File: config.mk
export PLATFORM = sky130hd
export DESIGN_NAME = rt_pixel_scan
export DESIGN_NICKNAME = d
export VERILOG_FILES = /design/src/rtl/rt_pixel_scan.sv
export SDC_FILE = /design/constraint.sdc
export NUM_CORES = 1
export LEC_CHECK = 0
export BUFFER_PORTS_ARGS = -buffer_cell sky130_fd_sc_hd__buf_4
export CAP_MARGIN = 20
export CORE_ASPECT_RATIO = 2
export CORE_MARGIN = 2
export CORE_UTILIZATION = 40
export DETAILED_ROUTE_END_ITERATION = 6
export MAX_ROUTING_LAYER = met4
export PLACE_DENSITY = 0.75
export SLEW_MARGIN = 10
export SYNTH_ARGS = -nofsm -noshare
export SYNTH_HDL_FRONTEND = slang
export SYNTH_SLANG_ARGS = --single-unit
File: constraint.sdc
create_clock -name clk -period 2.8 [get_ports clk]
set_clock_uncertainty 0.05 [all_clocks]
set_input_delay 0.56 -clock clk [delete_from_list [all_inputs] [get_ports clk]]
set_output_delay 0.56 -clock clk [all_outputs]
set_load 0.02 [all_outputs]
File: src/rtl/rt_pixel_scan.sv
`default_nettype none
// ============================================================================
// Module   : rt_pixel_scan
// Purpose  : Raster-order pixel coordinate generator feeding rt_rgu. Walks a
//            runtime-sized image pixel by pixel and streams each pixel's
//            coordinates as signed fixed-point values on a valid/ready
//            interface, together with integer indices and a last flag for
//            the downstream framebuffer writer.
// Ports    : clk, rst_n          - clock, asynchronous active-low reset
//            start, abort        - frame request (IDLE only) / frame cancel
//            img_width/height    - frame size, sampled on an accepted start
//            busy, done          - RUN indicator / one-cycle completion pulse
//            out_valid/ready     - coordinate stream handshake
//            out_x, out_y        - fixed-point coordinates (IW.QW)
//            out_px_x, out_px_y  - integer column / row
//            out_last            - final pixel of the frame
// Options  : RT_PIXEL_CENTER_EN  - when defined, out_x/out_y carry a
//                                  half-pixel offset (rays through centres)
// Revision : 1.0 - initial release
// ============================================================================
module rt_pixel_scan #(
    parameter int CAMERA_IW = 8,
    parameter int CAMERA_QW = 8,
    parameter int CAMERA_WL = CAMERA_IW + CAMERA_QW,
    parameter int CNT_W     = 12,
    parameter int MAX_DIM   = 2**(CAMERA_IW-1) - 1
) (
    input  logic                 clk,
    input  logic                 rst_n,
    input  logic                 start,
    input  logic                 abort,
    input  logic [CNT_W-1:0]     img_width,
    input  logic [CNT_W-1:0]     img_height,
    output logic                 busy,
    output logic                 done,
    output logic                 out_valid,
    input  logic                 out_ready,
    output logic [CAMERA_WL-1:0] out_x,
    output logic [CAMERA_WL-1:0] out_y,
    output logic [CNT_W-1:0]     out_px_x,
    output logic [CNT_W-1:0]     out_px_y,
    output logic                 out_last
);

    typedef enum logic [1:0] {
        ST_IDLE = 2'd0,
        ST_RUN  = 2'd1,
        ST_DONE = 2'd2
    } state_t;

    // Dimensions are clamped so every coordinate fits the signed integer
    // field without touching its sign bit.
    localparam logic [CNT_W-1:0] DIM_LIM = CNT_W'(MAX_DIM + 1);

`ifdef RT_PIXEL_CENTER_EN
    localparam logic [CAMERA_QW-1:0] FRAC_OFS = {1'b1, {(CAMERA_QW-1){1'b0}}};
`else
    localparam logic [CAMERA_QW-1:0] FRAC_OFS = '0;
`endif

    function automatic logic [CNT_W-1:0] clamp_dim(input logic [CNT_W-1:0] d);
        return (d > DIM_LIM) ? DIM_LIM : d;
    endfunction

    state_t           state_q, state_d;
    logic [CNT_W-1:0] px_x_q, px_x_d;
    logic [CNT_W-1:0] px_y_q, px_y_d;
    logic [CNT_W-1:0] w_q, w_d;
    logic [CNT_W-1:0] h_q, h_d;
    // Set for an empty frame: DONE is held one extra cycle before pulsing so
    // the pulse lands two cycles after start.
    logic             hold_q, hold_d;

    logic             w_xfer;
    logic             w_eol;
    logic             w_last;
    logic [CNT_W-1:0] w_start_w;
    logic [CNT_W-1:0] w_start_h;

    assign w_xfer    = (state_q == ST_RUN) && out_ready;
    assign w_eol     = (px_x_q == w_q - CNT_W'(1));
    assign w_last    = w_eol && (px_y_q == h_q - CNT_W'(1));
    assign w_start_w = clamp_dim(img_width);
    assign w_start_h = clamp_dim(img_height);

    always_comb begin
        state_d = state_q;
        px_x_d  = px_x_q;
        px_y_d  = px_y_q;
        w_d     = w_q;
        h_d     = h_q;
        hold_d  = hold_q;

        case (state_q)
            ST_IDLE: begin
                // abort outranks start while idle
                if (start && !abort) begin
                    w_d    = w_start_w;
                    h_d    = w_start_h;
                    px_x_d = '0;
                    px_y_d = '0;
                    if ((w_start_w == '0) || (w_start_h == '0)) begin
                        state_d = ST_DONE;
                        hold_d  = 1'b1;
                    end else begin
                        state_d = ST_RUN;
                    end
                end
            end

            ST_RUN: begin
                if (abort) begin
                    state_d = ST_IDLE;
                    px_x_d  = '0;
                    px_y_d  = '0;
                end else if (w_xfer) begin
                    if (w_last) begin
                        state_d = ST_DONE;
                    end else if (w_eol) begin
                        px_x_d = '0;
                        px_y_d = px_y_q + CNT_W'(1);
                    end else begin
                        px_x_d = px_x_q + CNT_W'(1);
                    end
                end
            end

            ST_DONE: begin
                hold_d = 1'b0;
                if (abort || !hold_q) begin
                    state_d = ST_IDLE;
                    px_x_d  = '0;
                    px_y_d  = '0;
                end
            end

            default: begin
                state_d = ST_IDLE;
                hold_d  = 1'b0;
            end
        endcase
    end

    always_ff @(posedge clk or negedge rst_n) begin
        if (!rst_n) begin
            state_q <= ST_IDLE;
            px_x_q  <= '0;
            px_y_q  <= '0;
            w_q     <= '0;
            h_q     <= '0;
            hold_q  <= 1'b0;
        end else begin
            state_q <= state_d;
            px_x_q  <= px_x_d;
            px_y_q  <= px_y_d;
            w_q     <= w_d;
            h_q     <= h_d;
            hold_q  <= hold_d;
        end
    end

    assign busy      = (state_q == ST_RUN);
    assign out_valid = (state_q == ST_RUN);
    assign out_last  = (state_q == ST_RUN) && w_last;
    // An abort landing on the pulse cycle suppresses the pulse.
    assign done      = (state_q == ST_DONE) && !hold_q && !abort;
    assign out_px_x  = px_x_q;
    assign out_px_y  = px_y_q;
    // The clamp keeps px below 2**(IW-1), so the low IW bits are the whole
    // value and the sign bit is always clear.
    assign out_x     = CAMERA_WL'({px_x_q[CAMERA_IW-1:0], FRAC_OFS});
    assign out_y     = CAMERA_WL'({px_y_q[CAMERA_IW-1:0], FRAC_OFS});

endmodule
`default_nettype wire

## Word-level counts from Yosys, hierarchy flattened

Index checks and enable logic that the tools add are counted.

| cells by class | value |
|---|---|
| add/sub/neg operators | 4 |
| $lt $le $gt $ge | 2 |
| equal/unequal tests | 11 |
| muxes and demuxes | 24 |
| bitwise gates (word level) | 1 |
| reductions and logical operators | 19 |

Operators with widths:

| kind | count |
|---|---|
| $mux W12 | 12 |
| $pmux W12 S3 | 2 |
| $add A12 B1 Y12 const B | 2 |
| $eq A12 B12 Y1 | 2 |
| $gt A12 B8 Y1 const B | 2 |
| $logic_not A12 Y1 | 2 |
| $sub A12 B1 Y12 const B | 2 |
| $mux W2 | 6 |
| $ne A3 B2 Y1 const B | 3 |
| $logic_and A1 B1 Y1 | 6 |
| $ne A2 B2 Y1 const B | 3 |
| $pmux W2 S3 | 1 |
| $reduce_and A6 Y1 | 1 |
| $reduce_and A5 Y1 | 1 |
| $reduce_and A4 Y1 | 1 |
| $ne A3 B3 Y1 const B | 1 |
| $reduce_and A3 Y1 | 1 |
| $reduce_bool A3 Y1 | 1 |
| $eq A2 B1 Y1 const B | 1 |
| $eq A2 B2 Y1 const B | 1 |
| $logic_not A1 Y1 | 2 |
| $logic_not A2 Y1 | 1 |
| $logic_or A1 B1 Y1 | 2 |
| $mux W1 | 2 |
| 3 further kinds | 3 |

| word-level totals | value |
|---|---|
| bits in registers | 51 |
| input port bits | 29 |
| output and inout bits | 60 |
| word-level logic and storage cells | 67 |

## Depth between registers and ports, before layout

Gate-level depths: netlist of run 1.

| logic depth | value |
|---|---|
| depth after elaboration | 7 |
| mapped depth | 12 |
| depth with buffers taken out | 10 |

## Least setup slack after synthesis of run 1

No wires, ideal clock.

| timing | value |
|---|---|
| path kind | flip-flop to flip-flop |
| start point | register w_q[3] |
| end point | register px_y_q[11] (netlist: out_px_y[11]) |
| library setup time | 0.078 ns |
| arrival | 2.978 ns |
| data required time | 2.672 ns |
| path slack | -0.306 ns |
| cell stages (with the launch flop) | 11 |
| path buffers | 2 |
| clock period less this slack | 3.106 ns |
| cells stage by stage | dfrtp_1 -> buf_6 -> or4_4 -> nor4_1 -> xor2_1 -> a2111oi_1 -> and4_1 -> buf_6 -> o211ai_4 -> or4_1 -> a21oi_1 |

| between the ends | value |
|---|---|
| longest elaborated chain between the ends | 5 |
| elaborated cells between the ends (all ways) | 6 |
| those cells by class | add/sub: 1; eq/ne: 3; reduce/logical: 2 |

Ends and longest elaborated chain:

| element | line | text |
|---|---|---|
| start: declaration | 68 | `logic [CNT_W-1:0] w_q, w_d;` |
| start signal: assignment | 156 | `w_q <= w_d;` |
| $sub A12 B1 Y12 (*) | 81 | `assign w_eol = (px_x_q == w_q - CNT_W'(1));` |
| $eq A12 B12 Y1 (*) | 81 |  |
| $logic_and A1 B1 Y1 | 82 | `assign w_last = w_eol && (px_y_q == h_q - CNT_W'(1));` |
| $ne A3 B3 Y1 (no line) | -- |  |
| $reduce_and A6 Y1 (no line) (*) | -- |  |
| end signal: assignment | 155 | `px_y_q <= px_y_d;` |
| end: declaration | 67 | `logic [CNT_W-1:0] px_y_q, px_y_d;` |

Mark *: on every way between the ends. The rest lies on a longest branch, timed or not.
A chain may end at the register's enable or synchronous reset.

## Worst setup path in the final report of run 1

| timing | value |
|---|---|
| start point | register h_q[2] |
| end point | output out_last |

| between the ends | value |
|---|---|
| longest elaborated chain between the ends | 4 |

Ends and longest elaborated chain:

| element | line | text |
|---|---|---|
| start: declaration | 69 | `logic [CNT_W-1:0] h_q, h_d;` |
| start signal: assignment | 150 | `h_q <= '0;` |
| start signal: assignment | 157 | `h_q <= h_d;` |
| $sub A12 B1 Y12 | 82 |  |
| $eq A12 B12 Y1 | 82 |  |
| $logic_and A1 B1 Y1 | 82 |  |
| $logic_and A1 B1 Y1 | 164 | `assign out_last = (state_q == ST_RUN) && w_last;` |
| end: declaration | 42 | `output logic out_last` |

Every way passes these cells.

==> results.py, run 1 <==
metrics = {
    "clock_tree": {
        "worst_skew_pair.late_latency_ps": 300,
        "clock_sinks": 51,
        "cts-hold-fix-buffers": 0,
        "cts_buffer_depth": 2,
        "numCtsBuffers": 5,
        "tritoncts": "yes",
        "ctsHtreeMaxLevel": 2,
        "clk_pin_slew_worst_paths_ps": 70,
        "cts-root-buf": "sky130_fd_sc_hd__clkbuf_16",
    },
    "floorplan": {
        "initial_utilization": 0.409,
        "io_pins": 89,
        "rows": 50,
        "floorplan.die.height_um": 142,
        "die_width_um": 73.1,
        "design.die.area_mm2": 0.0104,
        "coreArea_mm2": 0.00932,
    },
    "global_route": {
        "grt_pass1_wl_um": 19200,
        "number_of_global_route_vias_before_repair": 3962,
        "met2_resource_use_gr": 0.453,
        "grt_usage": 0.248,
        "grt.met1_usage": 0.239,
        "global_route.overflow_total": 0,
        "grt_antenna_before_repair": 0,
        "grt.met3_usage": 0.0248,
        "grt_start_max_net_pins": 52,
        "gr_busiest_metal": "met2",
    },
    "logic_synthesis": {
        "ys.flop_type": "sky130_fd_sc_hd__dfrtp_1",
        "synth.yosys.warnings": 0,
        "post_synth_instance_area_mm2": 0.00381,
        "syn-instance-count": 442,
        "post_synth_edffs": 0,
        "synth_seq_cells": 51,
        "synth.yosys.seq_area_share": 0.335,
        "synthArstFlopShare": 1.00,
        "synth.distinct_cells": 65,
        "postSynthAreaPerCell_um2": 8.63,
    },
    "route": {
        "first_pass_iters": 4,
        "drt_iter0_drc": 202,
        "via_count": 3857,
        "post_drt_via_cell_ratio": 5.76,
        "detail_route.drc_violations": 0,
        "post_drt_wl_per_cell_um": 18.3,
        "postRouteAntennaNets": 0,
        "finalWirelength_um": 12300,
    },
    "outcome": {
        "failed_checks": "negative setup slack",
        "outcome": "finished with violations",
    },
    "place": {
        "place_area_mm2": 0.00474,
        "port_buffers": 72,
        "place.gp.congestion": 1.03,
        "detailedPlacementHpwl_um": 9450,
    },
    "critical_path": {
        "setup.reg_to_reg.worst_slack_ps": -140,
        "setup.worst_path.start_class": "register",
        "path_max_fanout": 6,
        "timing.critical_path.to_type": "primary output",
        "worst_path_dominant_cell_family": "simple AND/OR/NAND/NOR gates",
        "critPathMaxStageDelay_ps": 530,
        "timing.critical_path.arrival_ps": 2510,
        "ws_path_type": "reg -> out",
        "cp_data_required_time_ps": 2190,
        "critical_path.slowest_cell": "sky130_fd_sc_hd__or4_4",
        "path_cells": "nor4_4, and4b_2, xor2_1, a211oi_2, or4_4, nor3_4, buf_6",
        "critical_path.n_buffers_inverters": 1,
    },
    "finish": {
        "antenna-diode-count": 0,
        "finalInstanceArea_mm2": 0.00526,
        "syn2layout_area_growth_pct": 37.8,
        "most-common-layout-cells": "sky130_fd_sc_hd__buf_4, sky130_fd_sc_hd__dfrtp_1, sky130_fd_sc_hd__nand2_1",
        "layout-drive-gt1-share": 0.401,
        "final_net_count": 598,
        "final_common_cell": "sky130_fd_sc_hd__buf_4",
    },
    "sta": {
        "finalSetupTns_ps": -2230,
        "max_slew.worst_pin.slew_ps": 685,
        "finalHoldViolCount": 0,
        "slew_headroom": 0.543,
        "clock.fmax_mhz": 321,
        "final.setup.worst_slack_ps": -315,
        "report.final.setup_viol": 22,
        "setup_repair_after_global_routing_missed_its_margin": "true",
        "timing.final.crit_period_ps": 3120,
        "final_max_slew_viols": 0,
        "layout_worst_path_cycle_share": 1.11,
    },
    "pwr": {
        "power_dens_cells_mw_per_mm2": 517,
        "ir_worst_vdd_v": 0.000421,
        "leakagePower_uw": 0.00246,
        "finalPower_uw": 2720,
    },
    "hold_path": {
        "min-delay-path-class": "in -> async",
    },
    "flow_run": {
        "count_of_max_cap_constraint_violations": 0,
    },
}
## cell usage after synthesis, types with 2 or more instances
library cell                n  area share
sky130_fd_sc_hd__nor2_1    27       0.027
sky130_fd_sc_hd__a211oi_1   4      0.0079
sky130_fd_sc_hd__buf_6      4       0.012
sky130_fd_sc_hd__a22o_1    13       0.030
sky130_fd_sc_hd__and4_1     3      0.0069
sky130_fd_sc_hd__or2_2      4      0.0066
sky130_fd_sc_hd__clkbuf_1   9      0.0089
sky130_fd_sc_hd__a31oi_1    4      0.0066
sky130_fd_sc_hd__a21o_2     2      0.0046
sky130_fd_sc_hd__ha_1       4       0.013
sky130_fd_sc_hd__nand3_1   16       0.021
sky130_fd_sc_hd__a311oi_1   2      0.0046
sky130_fd_sc_hd__nand2_1   32       0.031
sky130_fd_sc_hd__nor3_1    17       0.022
sky130_fd_sc_hd__o21ai_2    2      0.0046
sky130_fd_sc_hd__o21ai_0   22       0.029
sky130_fd_sc_hd__nor4_1    11       0.018
sky130_fd_sc_hd__o21ai_1    4      0.0052
sky130_fd_sc_hd__nand4_1   10       0.016
sky130_fd_sc_hd__a211o_1    2      0.0046
sky130_fd_sc_hd__and3_1     7       0.011
sky130_fd_sc_hd__xor2_1    17       0.039
sky130_fd_sc_hd__nor2b_1    5      0.0082
sky130_fd_sc_hd__or3_1     14       0.023
sky130_fd_sc_hd__o31ai_1    4      0.0079
sky130_fd_sc_hd__a21oi_1   18       0.024
sky130_fd_sc_hd__and4b_1    2      0.0052
sky130_fd_sc_hd__inv_1     15       0.015
sky130_fd_sc_hd__or4_1     11       0.022
sky130_fd_sc_hd__xnor2_1   13       0.030
sky130_fd_sc_hd__dfrtp_1   51        0.33
sky130_fd_sc_hd__o211ai_1  13       0.026
sky130_fd_sc_hd__a211oi_2   2      0.0066
sky130_fd_sc_hd__and2_1     7       0.011
sky130_fd_sc_hd__buf_2      5      0.0066
sky130_fd_sc_hd__a21oi_2    2      0.0046
sky130_fd_sc_hd__buf_4     36       0.071
## metrics by stage
| stage | hold WS (ps) | setup WS (ps) | utilization | cells |
|---|---|---|---|---|
| after floorplan | 214 | 3.01 | - | 457 |
| after global placement | 440 | -137 | 0.509 | 651 |
| after detailed placement | 445 | -205 | 0.509 | 651 |
| after CTS | 271 | -270 | 0.548 | 667 |
| after global routing | 293 | -402 | 0.564 | 670 |
| final | 237 | -315 | 0.564 | 670 |
## final timing paths
path                                      from                       to  depth (start not counted)
setup / recovery            h_q[2]$_DFFE_PN0P_                 out_last                          7
hold / removal                           rst_n  out_px_x[0]$_DFFE_PN0P_                          1
setup reg to reg            w_q[0]$_DFFE_PN0P_  out_px_y[6]$_DFFE_PN0P_                         11
hold reg to reg            w_q[11]$_DFFE_PN0P_      w_q[11]$_DFFE_PN0P_                          1
max in group asynchronous                rst_n       h_q[2]$_DFFE_PN0P_                          1
min in group clk                         start       h_q[9]$_DFFE_PN0P_                          2
## power breakdown
part	switching (µW)	internal [µW]
logic	648	496
registers	76.6	781
clock network	292	422
## final cells by class
cell class | instances | area [µm²]
Tap cell | 104 | 130
Clock buffer | 5 | 125
Multi-Input combinational cell | 337 | 2410
Inverter | 15 | 56.3
Sequential cell | 51 | 1280
Timing Repair Buffer | 155 | 1210
Fill cell | 871 | 4070
Clock inverter | 3 | 43.8
## what timing repair did
action,in CTS,in global routing
setup endpoints to repair,23,27
resized for setup,36,24
hold endpoints to repair,0,0
pin swaps,23,16
buffers inserted,11,3
## sequential cells by signal, summed over array words and instances (netlist names)
signal / flops
out_px_x: 12
state_q: 2
w_q: 12
out_px_y: 12
hold_q: 1
h_q: 12
## logic make-up after synthesis
group	share of synthesized area
mux	0.00295
buf+inv	0.113
compound gates	0.203
fa+ha+maj	0.0131
other cells	0.000983
flops	0.335
xor+xnor	0.0689
simple gates	0.264
## worst reg2reg max path, delay by kind of cell, from the launching register on
family                    cells  cell delay (ps)
and+or+nand+nor               4             1350
xor gates and xnor gates      1              140
AOI/OAI and AO/OA             3              550
DFF                           1              410
buffers and inverters         3              380
## metal layers
| layer | vias up | wire, µm |
|---|---|---|
| li1 | 1824 | - |
| met3 | 44 | 358 |
| met4 | 0 | 743 |
| met1 | 1877 | 4180 |
| met5 | - | 0 |
| met2 | 112 | 6990 |
(Power assumes the default switching activity.)
==> run 2: changes to the inputs <==
--- a/config.mk
+++ b/config.mk
@@ -12,7 +12,7 @@
 export CORE_UTILIZATION = 40
 export DETAILED_ROUTE_END_ITERATION = 6
 export MAX_ROUTING_LAYER = met4
-export PLACE_DENSITY = 0.75
+export PLACE_DENSITY = 0.72
 export SLEW_MARGIN = 10
 export SYNTH_ARGS = -nofsm -noshare
 export SYNTH_HDL_FRONTEND = slang
==> constraint.sdc (replaced) <==
create_clock -name clk -period 3.3 [get_ports clk]
set_clock_uncertainty 0.05 [all_clocks]
set_input_delay 0.66 -clock clk [delete_from_list [all_inputs] [get_ports clk]]
set_output_delay 0.66 -clock clk [all_outputs]
set_load 0.02 [all_outputs]
==> run 2 against run 1 <==
The flow now finishes without violations. Critical path depth up 1. Worst setup slack gained 400 ps. Hold slack better by 100 ps. Via count shrank 5.3%. Final cell count fell by 7.8%. Utilization decreased by 6.4 points. Highest routed layer unchanged. Sequential share of layout area is 3.2 points higher. Sequential cell count is the same. Die area unchanged. Global-route usage shrank 1.3 points. Largest power group unchanged. Non-clock buffer count shrank 52.
==> results.py, run 2 (synthesis results as in run 1) <==
metrics = {
    "sta": {
        "final_max_slew_viols": 0,
        "clock.fmax_mhz": 311,
        "final.setup.worst_slack_ps": 83.2,
        "finalSetupTns_ps": 0,
        "timing.final.crit_period_ps": 3220,
        "layout_worst_path_cycle_share": 0.975,
        "max_slew.worst_pin.slew_ps": 799,
        "slew_headroom": 0.464,
        "finalHoldViolCount": 0,
        "report.final.setup_viol": 0,
        "fin_worst_hold_slack_ps": 338,
        "setup_repair_after_global_routing_missed_its_margin": "true",
    },
    "finish": {
        "final_cell_count_no_fill": 618,
        "postLayoutCoreUtil": 0.500,
        "final_common_cell": "sky130_fd_sc_hd__buf_4",
        "most-common-layout-cells": "sky130_fd_sc_hd__buf_4, sky130_fd_sc_hd__dfrtp_1, sky130_fd_sc_hd__nand2_1",
        "syn2layout_area_growth_pct": 22.1,
        "layout-drive-gt1-share": 0.294,
        "antenna-diode-count": 0,
        "final_net_count": 546,
    },
    "floorplan": {
        "design.die.area_mm2": 0.0104,
        "floorplan.die.height_um": 142,
        "rows": 50,
        "io_pins": 89,
        "coreArea_mm2": 0.00932,
        "die_width_um": 73.1,
        "initial_utilization": 0.409,
    },
    "clock_tree": {
        "ctsHtreeMaxLevel": 2,
        "clk_pin_slew_worst_paths_ps": 70,
        "cts_buffer_depth": 2,
        "cts-hold-fix-buffers": 0,
        "numCtsBuffers": 5,
        "tritoncts": "yes",
        "clock_sinks": 51,
        "worst_skew_pair.late_latency_ps": 300,
        "cts-root-buf": "sky130_fd_sc_hd__clkbuf_16",
    },
    "critical_path": {
        "setup.worst_path.start_class": "register",
        "timing.critical_path.arrival_ps": 2510,
        "timing.critical_path.to_type": "primary output",
        "path_max_fanout": 6,
        "ws_path_type": "reg -> out",
        "cp_data_required_time_ps": 2590,
    },
    "route": {
        "postRouteAntennaNets": 0,
        "detail_route.drc_violations": 0,
        "finalWirelength_um": 11600,
        "first_pass_iters": 4,
        "drt_iter0_drc": 252,
        "post_drt_wl_per_cell_um": 18.7,
        "via_count": 3654,
        "post_drt_via_cell_ratio": 5.91,
    },
    "place": {
        "place.gp.congestion": 0.951,
        "place_worst_setup_slack_ps": 123,
        "port_buffers": 72,
        "detailedPlacementHpwl_um": 9020,
        "placed_cells": 605,
    },
    "pwr": {
        "ir_worst_vdd_v": 0.000306,
        "power_dens_cells_mw_per_mm2": 455,
        "leakagePower_uw": 0.00217,
    },
    "global_route": {
        "global_route.overflow_total": 0,
        "grt_start_max_net_pins": 52,
        "met2_resource_use_gr": 0.438,
        "number_of_global_route_vias_before_repair": 3549,
        "gr_busiest_metal": "met2",
        "grt.met3_usage": 0.0184,
        "grt_usage": 0.235,
        "grt.met1_usage": 0.233,
        "grt_antenna_before_repair": 0,
        "grt_pass1_wl_um": 18300,
    },
    "outcome": {
        "outcome": "finished, final reports clean",
    },
    "flow_run": {
        "count_of_max_cap_constraint_violations": 0,
    },
    "hold_path": {
        "min-delay-path-class": "in -> async",
    },
}
-- run 2: changes by cell type in the layout (fill, tap and decap cells not counted), sizes merged --
cell / change
buf: -52
-- run 2: final cells by class --
cell class / count / area, µm²
inverter: 15 / 56.3
multi-input combinational: 337 / 2240
sequential: 51 / 1280
clock buffer: 5 / 125
timing repair buffer: 103 / 777
fill: 901 / 4660
tap: 104 / 130
clock inverter: 3 / 43.8
-- run 2: worst paths after layout --
path / startpoint / end / slack [ps] / depth (start not counted)
worst min-delay path: rst_n / out_px_y[5]$_DFFE_PN0P_ / 340 / 1
max in group asynchronous: rst_n / h_q[0]$_DFFE_PN0P_ / 2350 / 1
worst min register to register: h_q[11]$_DFFE_PN0P_ / h_q[11]$_DFFE_PN0P_ / 480 / 1
worst max-delay path: h_q[3]$_DFFE_PN0P_ / out_last / 80 / 8
min in group clk: h_q[11]$_DFFE_PN0P_ / h_q[11]$_DFFE_PN0P_ / 480 / 1
worst max register to register: w_q[5]$_DFFE_PN0P_ / out_px_y[8]$_DFFE_PN0P_ / 160 / 9
-- run 2: power breakdown --
part | total (µW) | switching (µW) | internal (µW)
Sequential | 737 | 75.0 | 663
Combinational | 773 | 476 | 298
Clock | 608 | 250 | 358
Total | 2120 | 801 | 1320
-- run 2: repair_timing --
action                                  in CTS  in global routing
setup buffers                                4                  1
endpoints found under the setup margin       1                  6
pin swaps                                    2                  3
resized for setup                            3                 16
-- run 2: per-stage QoR --
step	total power (µW)	area, µm²
floorplan	1270	3870
global placement	1470	4360
detailed placement	1480	4360
CTS	2110	4580
global route	2240	4660
finish	2120	4660
-- run 2: worst max-delay path, stage by stage, from the launching register on --
cell                       delay, ps
sky130_fd_sc_hd__dfrtp_2         470
sky130_fd_sc_hd__nor4_4          320
sky130_fd_sc_hd__buf_4           170
sky130_fd_sc_hd__nand2_2          80
sky130_fd_sc_hd__o311ai_2        330
sky130_fd_sc_hd__o211ai_1        120
sky130_fd_sc_hd__or4_4           450
sky130_fd_sc_hd__nor3_4          130
sky130_fd_sc_hd__buf_6           140
-- run 2: metal layers --
metal  wire, µm  vias up
met5          0        -
li1           -     1724
met3        400       35
met1       3990     1762
met2       6590      133
met4        592        0
==> run 3: changes to the inputs <==
==> constraint.sdc (replaced) <==
create_clock -name clk -period 3.3 [get_ports clk]
set_clock_uncertainty 0.05 [all_clocks]
set_input_delay 0.66 -clock clk [delete_from_list [all_inputs] [get_ports clk]]
set_output_delay 0.66 -clock clk [all_outputs]
set_load 0.05 [all_outputs]
==> run 3 against run 2 <==
Maximum frequency shrank 1.2%. Design area fell by 0.64%. Global-route usage fell by 0.32 points. First-iteration DRC count is 27% lower. Final cell count did not move. Hold slack better by 4.2 ps. Critical path depth fell by 1. Sequential cell count unchanged. Wire length decreased by 1.0%. Critical path type unchanged. Critical endpoint unchanged.
==> results.py, run 3 (synthesis results as in run 1) <==
metrics = {
    "clock_tree": {
        "clk_pin_slew_worst_paths_ps": 70,
        "numCtsBuffers": 5,
        "cts_buffer_depth": 2,
        "ctsHtreeMaxLevel": 2,
        "cts-root-buf": "sky130_fd_sc_hd__clkbuf_16",
        "cts-hold-fix-buffers": 0,
        "worst_skew_pair.late_latency_ps": 300,
        "clock_sinks": 51,
        "tritoncts": "yes",
    },
    "route": {
        "via_count": 3692,
        "post_drt_wl_per_cell_um": 18.5,
        "finalWirelength_um": 11400,
        "detail_route.drc_violations": 0,
        "post_drt_via_cell_ratio": 5.97,
        "drt_iter0_drc": 185,
        "first_pass_iters": 4,
        "postRouteAntennaNets": 0,
    },
    "global_route": {
        "number_of_global_route_vias_before_repair": 3676,
        "grt_usage": 0.232,
        "grt_start_max_net_pins": 52,
        "global_route.overflow_total": 0,
        "grt_pass1_wl_um": 18000,
        "grt_antenna_before_repair": 0,
    },
    "place": {
        "placed_cells": 603,
        "place.gp.congestion": 0.967,
        "port_buffers": 72,
        "place_area_mm2": 0.00436,
        "detailedPlacementHpwl_um": 8950,
    },
    "critical_path": {
        "timing.critical_path.arrival_ps": 2550,
        "source_of_the_worst_register_to_register_timing_path": "w_q[0]$_DFFE_PN0P_",
        "path_max_fanout": 6,
        "ws_path_type": "reg -> out",
        "path_cells": "nor4_4, and4b_2, xor2_1, a211oi_2, or4_4, nor3_4, buf_6",
        "rr_worst_depth": 12,
        "critPathMaxStageDelay_ps": 500,
        "cp_data_required_time_ps": 2590,
        "critical_path.slowest_cell": "sky130_fd_sc_hd__or4_4",
        "setup.worst_path.start_class": "register",
        "crit-reg2reg-capture": "out_px_y[8]$_DFFE_PN0P_",
        "timing.critical_path.to_type": "primary output",
        "setup.reg_to_reg.worst_slack_ps": 180,
    },
    "sta": {
        "report.final.setup_viol": 0,
        "finalHoldViolCount": 0,
        "max_slew.worst_pin.slew_ps": 859,
        "final_max_slew_viols": 0,
        "clock.fmax_mhz": 307,
        "timing.final.crit_period_ps": 3260,
        "layout_worst_path_cycle_share": 0.986,
        "finalSetupTns_ps": 0,
        "slew_headroom": 0.424,
        "setup_repair_after_global_routing_missed_its_margin": "true",
    },
    "finish": {
        "final_net_count": 547,
        "syn2layout_area_growth_pct": 21.3,
        "most-common-layout-cells": "sky130_fd_sc_hd__buf_4, sky130_fd_sc_hd__dfrtp_1, sky130_fd_sc_hd__nand2_1",
        "final_common_cell": "sky130_fd_sc_hd__buf_4",
        "antenna-diode-count": 0,
        "final_cell_count_no_fill": 618,
        "finalInstanceArea_mm2": 0.00463,
        "layout-drive-gt1-share": 0.288,
        "layout.filler_cells": 889,
    },
    "floorplan": {
        "initial_utilization": 0.409,
        "design.die.area_mm2": 0.0104,
        "floorplan.die.height_um": 142,
        "io_pins": 89,
        "die_width_um": 73.1,
        "coreArea_mm2": 0.00932,
        "rows": 50,
    },
    "flow_run": {
        "count_of_max_cap_constraint_violations": 0,
    },
    "pwr": {
        "ir_worst_vdd_v": 0.000310,
        "leakagePower_uw": 0.00215,
        "finalPower_uw": 2230,
        "power.combinational.fraction": 0.404,
        "clock_power_share": 0.264,
        "p_switching_uw": 912,
        "portion_of_total_power_attributed_to_sequential_cells": 0.332,
        "internal_power_uw": 1320,
        "netSwitchingFraction": 0.409,
        "power_dens_cells_mw_per_mm2": 482,
    },
    "hold_path": {
        "min-delay-path-class": "in -> async",
    },
    "outcome": {
        "outcome": "finished, final reports clean",
    },
}
==> run 3: worst max-delay path: cells and delay by family, from the launching register on <==
family	cells	cell delay, ps
AND/OR/NAND/NOR	4	1320
flip-flops	1	450
XOR/XNOR	1	180
buffers and inverters	1	180
AO/OA/AOI/OAI	1	110
==> run 3: timing repair <==
action,in CTS,in global routing
endpoints found under the setup margin,1,14
pin swaps,3,5
hold endpoints to repair,0,0
gates resized for setup,8,5
buffers inserted,4,4
==> run 3: power by group through the flow <==
stage / sequential, µW / clock [µW] / combinational, µW
6_report: 739 / 589 / 901
5_1_grt: 747 / 621 / 974
4_1_cts: 738 / 595 / 880
3_5_place_dp: 751 / 0 / 863
3_3_place_gp: 750 / 0 / 845
2_1_floorplan: 778 / 0 / 624
==> run 3: layout make-up <==
type                       instances  area (µm²)  area share
clock buffer                       5         125      0.0270
clock inverter                     2        37.5     0.00811
inverter                          15        56.3      0.0122
multi-input combinational        337        2210       0.478
sequential                        51        1280       0.277
tap                              104         130      0.0281
timing repair buffer             104         785       0.170
==> run 3: per-layer routing <==
metal / global-route usage / up-vias / share of wire
met3: 0.0220 / 54 / 0.030
met2: 0.424 / 110 / 0.56
met5: - / - / 0
met4: 0.169 / 0 / 0.074
met1: 0.211 / 1800 / 0.34
li1: - / 1728 / -
==> run 3: how the worst max path moves through the flow <==
stage / from / end
after floorplan: out_px_y[2]$_DFFE_PN0P_ / out_last
after global placement: h_q[0]$_DFFE_PN0P_ / out_last
after detailed placement: h_q[0]$_DFFE_PN0P_ / out_last
after CTS: w_q[1]$_DFFE_PN0P_ / out_last
after global routing: h_q[3]$_DFFE_PN0P_ / out_last
final: h_q[3]$_DFFE_PN0P_ / out_last
==> run 3: per-stage QoR <==
step | util | hold slack, ps | setup slack (ps)
final | 0.496 | 342 | 44.9
after CTS | 0.491 | 369 | 20.8
after global routing | 0.496 | 394 | -46.0
after floorplan | - | 314 | 70.9
after global placement | 0.468 | 465 | 15.7
after detailed placement | 0.468 | 482 | 2.84
